===== config.mk =====
export PLATFORM = sky130hd
export DESIGN_NAME = z16_multicycle_core
export DESIGN_NICKNAME = d
export VERILOG_FILES = /design/src/rtl/z16_multicycle_core.sv
export SDC_FILE = /design/constraint.sdc
export NUM_CORES = 1
export LEC_CHECK = 0
export ABC_AREA = 1
export CORE_MARGIN = 1.5
export CORE_UTILIZATION = 40
export CTS_BUF_LIST = sky130_fd_sc_hd__clkbuf_8
export CTS_CLUSTER_SIZE = 24
export DETAILED_ROUTE_END_ITERATION = 6
export PLACE_DENSITY = 0.56
export SYNTH_ARGS = -nofsm -noshare
export SYNTH_HDL_FRONTEND = slang
export SYNTH_SLANG_ARGS = --single-unit

===== constraint.sdc =====
create_clock -name i_clk -period 4.8 [get_ports i_clk]
set_input_delay 0.72 -clock i_clk [delete_from_list [all_inputs] [get_ports i_clk]]
set_output_delay 0.72 -clock i_clk [all_outputs]
set_load 0.01 [all_outputs]

===== src/rtl/z16_multicycle_core.sv =====
// Z16 multi-cycle core: FETCH/EXEC/MEM/WB/HALT sequencer with req/ack instruction and data buses.
// Registers are deliberately not reset; only control state and outputs are.
module z16_multicycle_core #(
    parameter int                XLEN     = 16,
    parameter int                ADDR_W   = 16,
    parameter logic [ADDR_W-1:0] RESET_PC = '0
) (
    input  logic              i_clk,
    input  logic              i_rst,
    output logic              o_imem_req,
    output logic [ADDR_W-1:0] o_imem_addr,
    input  logic              i_imem_ack,
    input  logic [15:0]       i_imem_rdata,
    output logic              o_dmem_req,
    output logic              o_dmem_we,
    output logic [ADDR_W-1:0] o_dmem_addr,
    output logic [XLEN-1:0]   o_dmem_wdata,
    input  logic              i_dmem_ack,
    input  logic [XLEN-1:0]   i_dmem_rdata,
    output logic              o_retire,
    output logic              o_illegal,
    output logic              o_halted,
    output logic [ADDR_W-1:0] o_pc
);
    typedef enum logic [2:0] {FETCH, EXEC, MEM, WB, HALT} state_t;

    state_t            state;
    logic [15:0]       ir;
    logic [XLEN-1:0]   rf [16];
    logic [ADDR_W-1:0] pc, npc;
    logic [XLEN-1:0]   result;
    logic              wen;

    logic [3:0]        op, rd, rs1, f;
    logic [XLEN-1:0]   imm, a, b, c, alu, sum_imm;
    logic [ADDR_W-1:0] off, pc_inc, target;
    logic              writes, taken;

    assign op  = ir[3:0];
    assign rd  = ir[7:4];
    assign rs1 = ir[11:8];
    assign f   = ir[15:12];

    assign a = (rs1 == 4'd0) ? '0 : rf[rs1];
    assign b = (f == 4'd0)   ? '0 : rf[f];
    assign c = (rd == 4'd0)  ? '0 : rf[rd];

    assign imm     = {{(XLEN-4){f[3]}}, f};
    assign off     = {{(ADDR_W-5){f[3]}}, f, 1'b0};
    assign sum_imm = a + imm;
    assign pc_inc  = pc + ADDR_W'(2);

    always_comb begin
        alu = '0;
        case (op)
            4'h0:    alu = a + b;
            4'h1:    alu = a - b;
            4'h2:    alu = a & b;
            4'h3:    alu = a | b;
            4'h4:    alu = a ^ b;
            4'h5:    alu = sum_imm;
            4'hA:    alu = XLEN'(pc_inc);
            default: alu = '0;
        endcase
    end

    // Branches compare r[rd] against r[rs1]; JAL target uses r[rs1] before any writeback.
    assign taken  = (op == 4'h8 && c == a) || (op == 4'h9 && c != a);
    assign target = (op == 4'hA) ? ADDR_W'(a) + off : (taken ? pc + off : pc_inc);
    assign writes = (op <= 4'h6) || (op == 4'hA);

    assign o_imem_addr = pc;
    assign o_pc        = pc;

    always_ff @(posedge i_clk) begin
        if (state == WB && wen && rd != 4'd0)
            rf[rd] <= result;
    end

    // imem_req comes up one cycle after entering FETCH from reset, so no request
    // is visible while reset is asserted; after WB it is raised on entry.
    always_ff @(posedge i_clk or posedge i_rst) begin
        if (i_rst) begin
            state        <= FETCH;
            pc           <= RESET_PC;
            npc          <= RESET_PC;
            ir           <= '0;
            result       <= '0;
            wen          <= 1'b0;
            o_imem_req   <= 1'b0;
            o_dmem_req   <= 1'b0;
            o_dmem_we    <= 1'b0;
            o_dmem_addr  <= '0;
            o_dmem_wdata <= '0;
            o_retire     <= 1'b0;
            o_illegal    <= 1'b0;
            o_halted     <= 1'b0;
        end else begin
            o_retire  <= 1'b0;
            o_illegal <= 1'b0;
            case (state)
                FETCH: begin
                    if (!o_imem_req) begin
                        o_imem_req <= 1'b1;
                    end else if (i_imem_ack) begin
                        ir         <= i_imem_rdata;
                        o_imem_req <= 1'b0;
                        state      <= EXEC;
                    end
                end
                EXEC: begin
                    npc    <= target;
                    result <= alu;
                    wen    <= writes;
                    case (op)
                        4'h6, 4'h7: begin
                            o_dmem_req   <= 1'b1;
                            o_dmem_we    <= (op == 4'h7);
                            o_dmem_addr  <= ADDR_W'(sum_imm);
                            o_dmem_wdata <= c;
                            state        <= MEM;
                        end
                        4'hF: begin
                            o_halted <= 1'b1;
                            state    <= HALT;
                        end
                        default: begin
                            o_retire  <= 1'b1;
                            o_illegal <= (op >= 4'hB && op <= 4'hE);
                            state     <= WB;
                        end
                    endcase
                end
                MEM: begin
                    if (i_dmem_ack) begin
                        o_dmem_req <= 1'b0;
                        o_dmem_we  <= 1'b0;
                        if (!o_dmem_we)
                            result <= i_dmem_rdata;
                        o_retire <= 1'b1;
                        state    <= WB;
                    end
                end
                WB: begin
                    pc         <= npc;
                    o_imem_req <= 1'b1;
                    state      <= FETCH;
                end
                HALT:    state <= HALT;
                default: state <= FETCH;
            endcase
        end
    end
endmodule

Yosys cells after proc, flatten, opt, wreduce, memory -nomap -nowiden. Memory sizes are Yosys's and may differ from the RTL's. Index checks and enable logic that the tools add are counted.

Bits in registers: 106. Latch bits: 0. Memory bits (writable): 256. Memory bits (read-only): 0. Input bits: 36. Word-level logic and storage cells: 101. Memories: 1.

Memory list: rf (words 16, width 16, rd ports 3, clocked after memory_dff 0, write ports 1, line 29) `logic [XLEN-1:0] rf [16];`.

Add/sub/neg operators: 6. Multiply operators: 0. Divide/modulo/power cells: 0. Magnitude comparators: 3. Equality and inequality tests: 22. Shifts and indexed selects: 0. Mux-type cells: 29. Bitwise gates (word level): 3. Reduce and logical (&&, ||, !) cells: 23.

Operator list (count): 2-to-1 mux 16 bit (7); case mux 16 bit (7 select lines) (1); adder 16 bit (4); case mux 16 bit (2 select lines) (1); adder 16 x 2 -> 16 bit (second input constant) (1); bitwise AND 16 bit (1); equality test 16 bit (1); equality test 4 x 3 -> 1 bit (second input constant) (4); equality test 4 bit (second input constant) (4); zero test 4 bit (4); inequality test 16 bit (1); OR 16 bit (1); subtractor 16 bit (1); bitwise XOR 16 bit (1); case mux 3 bit (4 select lines) (1); AND reduction 3 bit (4); 2-to-1 mux 1 bit (11); inequality test 2 bit (second input constant) (5); 2-to-1 mux 3 bit (3); equality test 4 x 2 -> 1 bit (second input constant) (2); case mux 1 bit (2 select lines) (4); equality test 3 x 2 -> 1 bit (second input constant) (2); case mux 3 bit (2 select lines) (1); logical AND 1 bit (5); 13 further kinds (16).

Logic depth before layout (Yosys ltp).
Depth in word-level cells: 7. Depth in mapped cells: 29. Mapped depth without buffers: 27.

Least setup slack after synthesis. OpenSTA, ideal clock, no wires.

Kind: flip-flop to flip-flop. Start: register ir[15]. End: register result[13]. Library setup time: 0.084 ns. Arrival: 3.914 ns. Data required time: 4.716 ns. Path slack: 0.802 ns. Stages on the path, launching flop included: 24. Buffers on the path: 2. Clock period less this slack: 3.998 ns. Cells stage by stage: dfrtp_1 > buf_2 > clkinv_1 > clkbuf_1 > nand3_1 > a21oi_1 > inv_1 > ha_1 > nand2_1 > o31ai_1 > xor2_1 > inv_1 > ha_1 > inv_1 > nor3_1 > nand3_1 > nand3_1 > nand3_1 > nand2_1 > a31oi_1 > xor2_1 > o211ai_1 > nand2_1 > a21boi_0.

Word-level cells in the longest chain between the ends: 5.

Ends and longest elaborated chain: start: declaration (line 28) `logic [15:0] ir;`; start signal: assignment (line 106) `ir <= i_imem_rdata;`; memory read (16 x 16 bit) or zero test 4 bit (tied branches); 2-to-1 mux 16 bit (line 45) `assign b = (f == 4'd0) ? '0 : rf[f];`; subtractor 16 bit (tied with other cells) (line 57) `4'h1: alu = a - b;`; case mux 16 bit (7 select lines) * (line 55) `case (op)`; case mux 16 bit (2 select lines) * (line 101) `case (state)`; end signal: assignment (line 113) `result <= alu;`; end signal: assignment (line 139) `result <= i_dmem_rdata;`; end: declaration (line 31) `logic [XLEN-1:0] result;`.

Every way passes the cells marked *; elsewhere a longest branch is shown, timed or not. A chain may end at the register's enable or synchronous reset.

Worst setup path after layout. Ends and elaborated chain as after synthesis.

==> run_results.csv <==
group,metric,value,unit
status,violations,"DRC",
global_route,grt_pass1_vias,22980,
place,dp_hpwl,69150,um
setup_path,critPathLaunchType,"flip-flop",
setup_path,r2r_end,"result[13]$_DFFE_PP0P_",
timing,setup_tns,0,ps
timing,period_minus_slack,4504,ps
layout,num-nets-final,3725,
min_path,holdPathStages,2,
setup_path,critPathKind,"flip-flop to flip-flop",
clock_tree,post_cts_buffers,0,
flow_run,maxCapViolCount,0,
power_and_ir_drop,power_leakage,14.02,nW
synthesis,yosysWarnings,0,
layout,stdcell_count,4492,
setup_path,cp.required,5390,ps
die,start_util,40.56,%
setup_path,endpoint_kind,"flip-flop",
global_route,groute.usage.overall,31.18,%
global_route,grt_max_degree,135,
die,dieArea,64320,sq um
clock_tree,root_buffer,"clkbuf_8",
timing,final_max_slew_viol_count,0,
power_and_ir_drop,power_density,226.4,nW/um^2
min_path,min-delay-start,"npc[1]$_DFFE_PP0P_",
die,core_area,61940,sq um
synthesis,ys_ff_latch,362,
routing,postRouteAntennaNets,0,
timing,worst_slack,296.3,ps
synthesis,syn_area,25120,sq um
synthesis,synth_enable_flop_cells,256,
global_route,overflow,0,
clock_tree,htreeDepth,3,
synthesis,synth_area_per_cell,7.193,sq um
layout,area_delta_synth_final,15.07,%
setup_path,cp.arrival,5100,ps
timing,min_period_over_period,93.83,%
die,chipWidth,253.6,um
routing,drc_errors,2,
timing,fin_hold_ws,465.8,ps
place,io_buffers,105,
place,pre_cts_ws,290.5,ps
synthesis,synth_top_area_cell,"edfxtp_1",
clock_tree,clock_path_buffers,3,
routing,wl_per_cell,22.32,um
synthesis,synth_common_cells,"1242 x nand2_1, 407 x nand3_1, 392 x inv_1",
timing,setup_viol,0,
routing,via_per_inst,5.477,
timing,relSlewSlack,35.55,%
setup_path,r2r_cells,23,
global_route,grt_pass1_wl,148000,um
clock_tree,cts_tree,"done",
clock_tree,numCtsBuffers,70,
die,core.rowCount,91,
setup_path,r2r_slack,300,ps
min_path,hold_class,"flip-flop to flip-flop",
die,die_h,253.6,um
clock_tree,clkTransAtPathRegs,70,ps
clock_tree,clock-sinks,362,
place,gp_congestion,0.9864,
timing,rsz0062_at_grt,"no",
die,boundaryPins,106,
global_route,antenna_found_initial,5,
synthesis,synth_area_leaders,"edfxtp_1 31%, nand2_1 19%, dfrtp_1 11%",
synthesis,synthFlopType,"edfxtp_1",
synthesis,synthCells,3493,
setup_path,cp_max_fo,8,
layout,drive_above_1_share,7.911,%
min_path,holdPathEnd,"o_imem_addr[1]$_DFFE_PP0P_",
place,place_inst,4368,
timing,fin_skew,56.16,ps
status,status,"finished, violations left",
power_and_ir_drop,ir_worst_vdd,180.6,uV
setup_path,r2r-start,"ir[15]$_DFFE_PP0P_",
synthesis,ys_types,54,
synthesis,ys_seq_area_share,41.16,%
synthesis,yosysMostFrequentCell,"nand2_1",
routing,drt_iter0_drc,2932,
timing,worstMarginPinSlew,965.6,ps
timing,fmaxAchievable,222.0,MHz
timing,hold_viol,0,
synthesis,synth.top_cell.area_share,30.60,%
power_and_ir_drop,power.total,6.547,mW
routing,drt_wl_total,100300,um
setup_path,crit_start,"ir[15]$_DFFE_PP0P_",
routing,drt_pass1_iterations,7,
clock_tree,insertion_delay,690,ps
synthesis,synthArstFlopShare,29.28,%
routing,vias,24602,
-- how the worst max path moves through the flow --
stage,end,slack (ps)
finish,result[13]$_DFFE_PP0P_,300
floorplan,result[13]$_DFFE_PP0P_,800
global placement,result[13]$_DFFE_PP0P_,300
global route,result[13]$_DFFE_PP0P_,10
detailed placement,result[13]$_DFFE_PP0P_,290
CTS,result[13]$_DFFE_PP0P_,250
-- cell usage in the layout, fill, tap and decap left out, types with 10 or more instances in the layout --
master           netlist  layout
nand2_1             1242    1241
clkdlybuf4s50_1        0     105
o211ai_1              58      58
edfxtp_1             256     256
a221oi_1              11      11
nand4_1               12      12
a21boi_1              10      10
a2bb2oi_1             11      11
buf_12                 0      17
conb_1                 1      16
inv_1                392     411
xor2_1                51      51
dfrtp_1              106      98
a21oi_1              138     138
ha_1                  81      81
nand3_1              407     407
nor2_2                 5      18
or2_2                 14      14
clkinv_1               6      13
o21ai_0              221     221
clkbuf_8               0      83
nor2_1               159     146
inv_2                 13      12
buf_4                 26      98
-- where the power goes --
group | switching (mW) | total, mW | internal, mW
Sequential | 0.00247 | 3.32 | 3.32
Combinational | 0.0315 | 0.0588 | 0.0273
Clock | 1.44 | 3.16 | 1.72
Total | 1.47 | 6.55 | 5.07
-- registers in the layout (all words and copies together), names as in the netlist, 3 cells and up --
name,count
ir,16
npc,16
o_dmem_addr,16
o_dmem_wdata,16
o_imem_addr,16
result,16
rf,256
state,3
-- logic make-up after synthesis --
logic type                 synth area share [%]
other                                   0.01493
buffers and inverters                     10.12
muxes                                   0.04482
DFF                                       41.16
xor gates and xnor gates                  1.987
AOI/OAI and AO/OA                         11.56
adders and majority gates                 4.353
and+or+nand+nor                           30.77
-- layer usage --
| layer | vias to the layer above | track usage, % | part of all wire (%) | routed length (um) |
|---|---|---|---|---|
| li1 | 11601 | - | - | - |
| met4 | 4 | 12.96 | 4.5 | 4473 |
| met5 | - | 0 | 0.023 | 23 |
| met1 | 11546 | 43.77 | 44 | 43780 |
| met3 | 253 | 6.371 | 9.2 | 9233 |
| met2 | 1198 | 46.61 | 43 | 42750 |
-- final cells by class --
class,count,area [sq um]
Timing Repair Buffer,222,2180
Clock buffer,83,1142
Clock inverter,38,241.5
Sequential cell,362,10360
Multi-Input combinational cell,2536,12380
Fill cell,6441,33030
Tap cell,837,1047
Inverter,412,1553
Antenna cell,2,5.005
-- stage by stage --
step	utilization, %	instance area, sq um
after CTS	46.59	28860
after global routing	46.68	28910
after floorplan	-	25180
final	46.68	28910
after global placement	44.35	27470
after detailed placement	44.35	27470
-- what timing repair did --
| item | 4_1_cts | 5_1_grt |
|---|---|---|
| resized for setup | 0 | 4 |
| hold buffers | 0 | 0 |
| endpoints found under the setup margin | 0 | 7 |
-- worst max-delay path, cell delays in order (launching register included) --
cell and delay [ps]:
dfrtp_2 410, clkinv_1 600, buf_4 420, nand3_1 100
nand2_1 150, nand2_1 180, nand2_1 70, nor2_1 130
nand2_1 110, nand2_1 220, xor2_1 180, inv_1 60
ha_1 340, nand2_1 80, nor3_1 210, nand3_1 120
nand3_1 160, nand3_1 90, nand2_1 150, a31oi_1 120
xor2_1 150, o211ai_1 170, nand2_1 70, a21boi_0 150
Note: power is estimated with default switching activity, not from simulation.
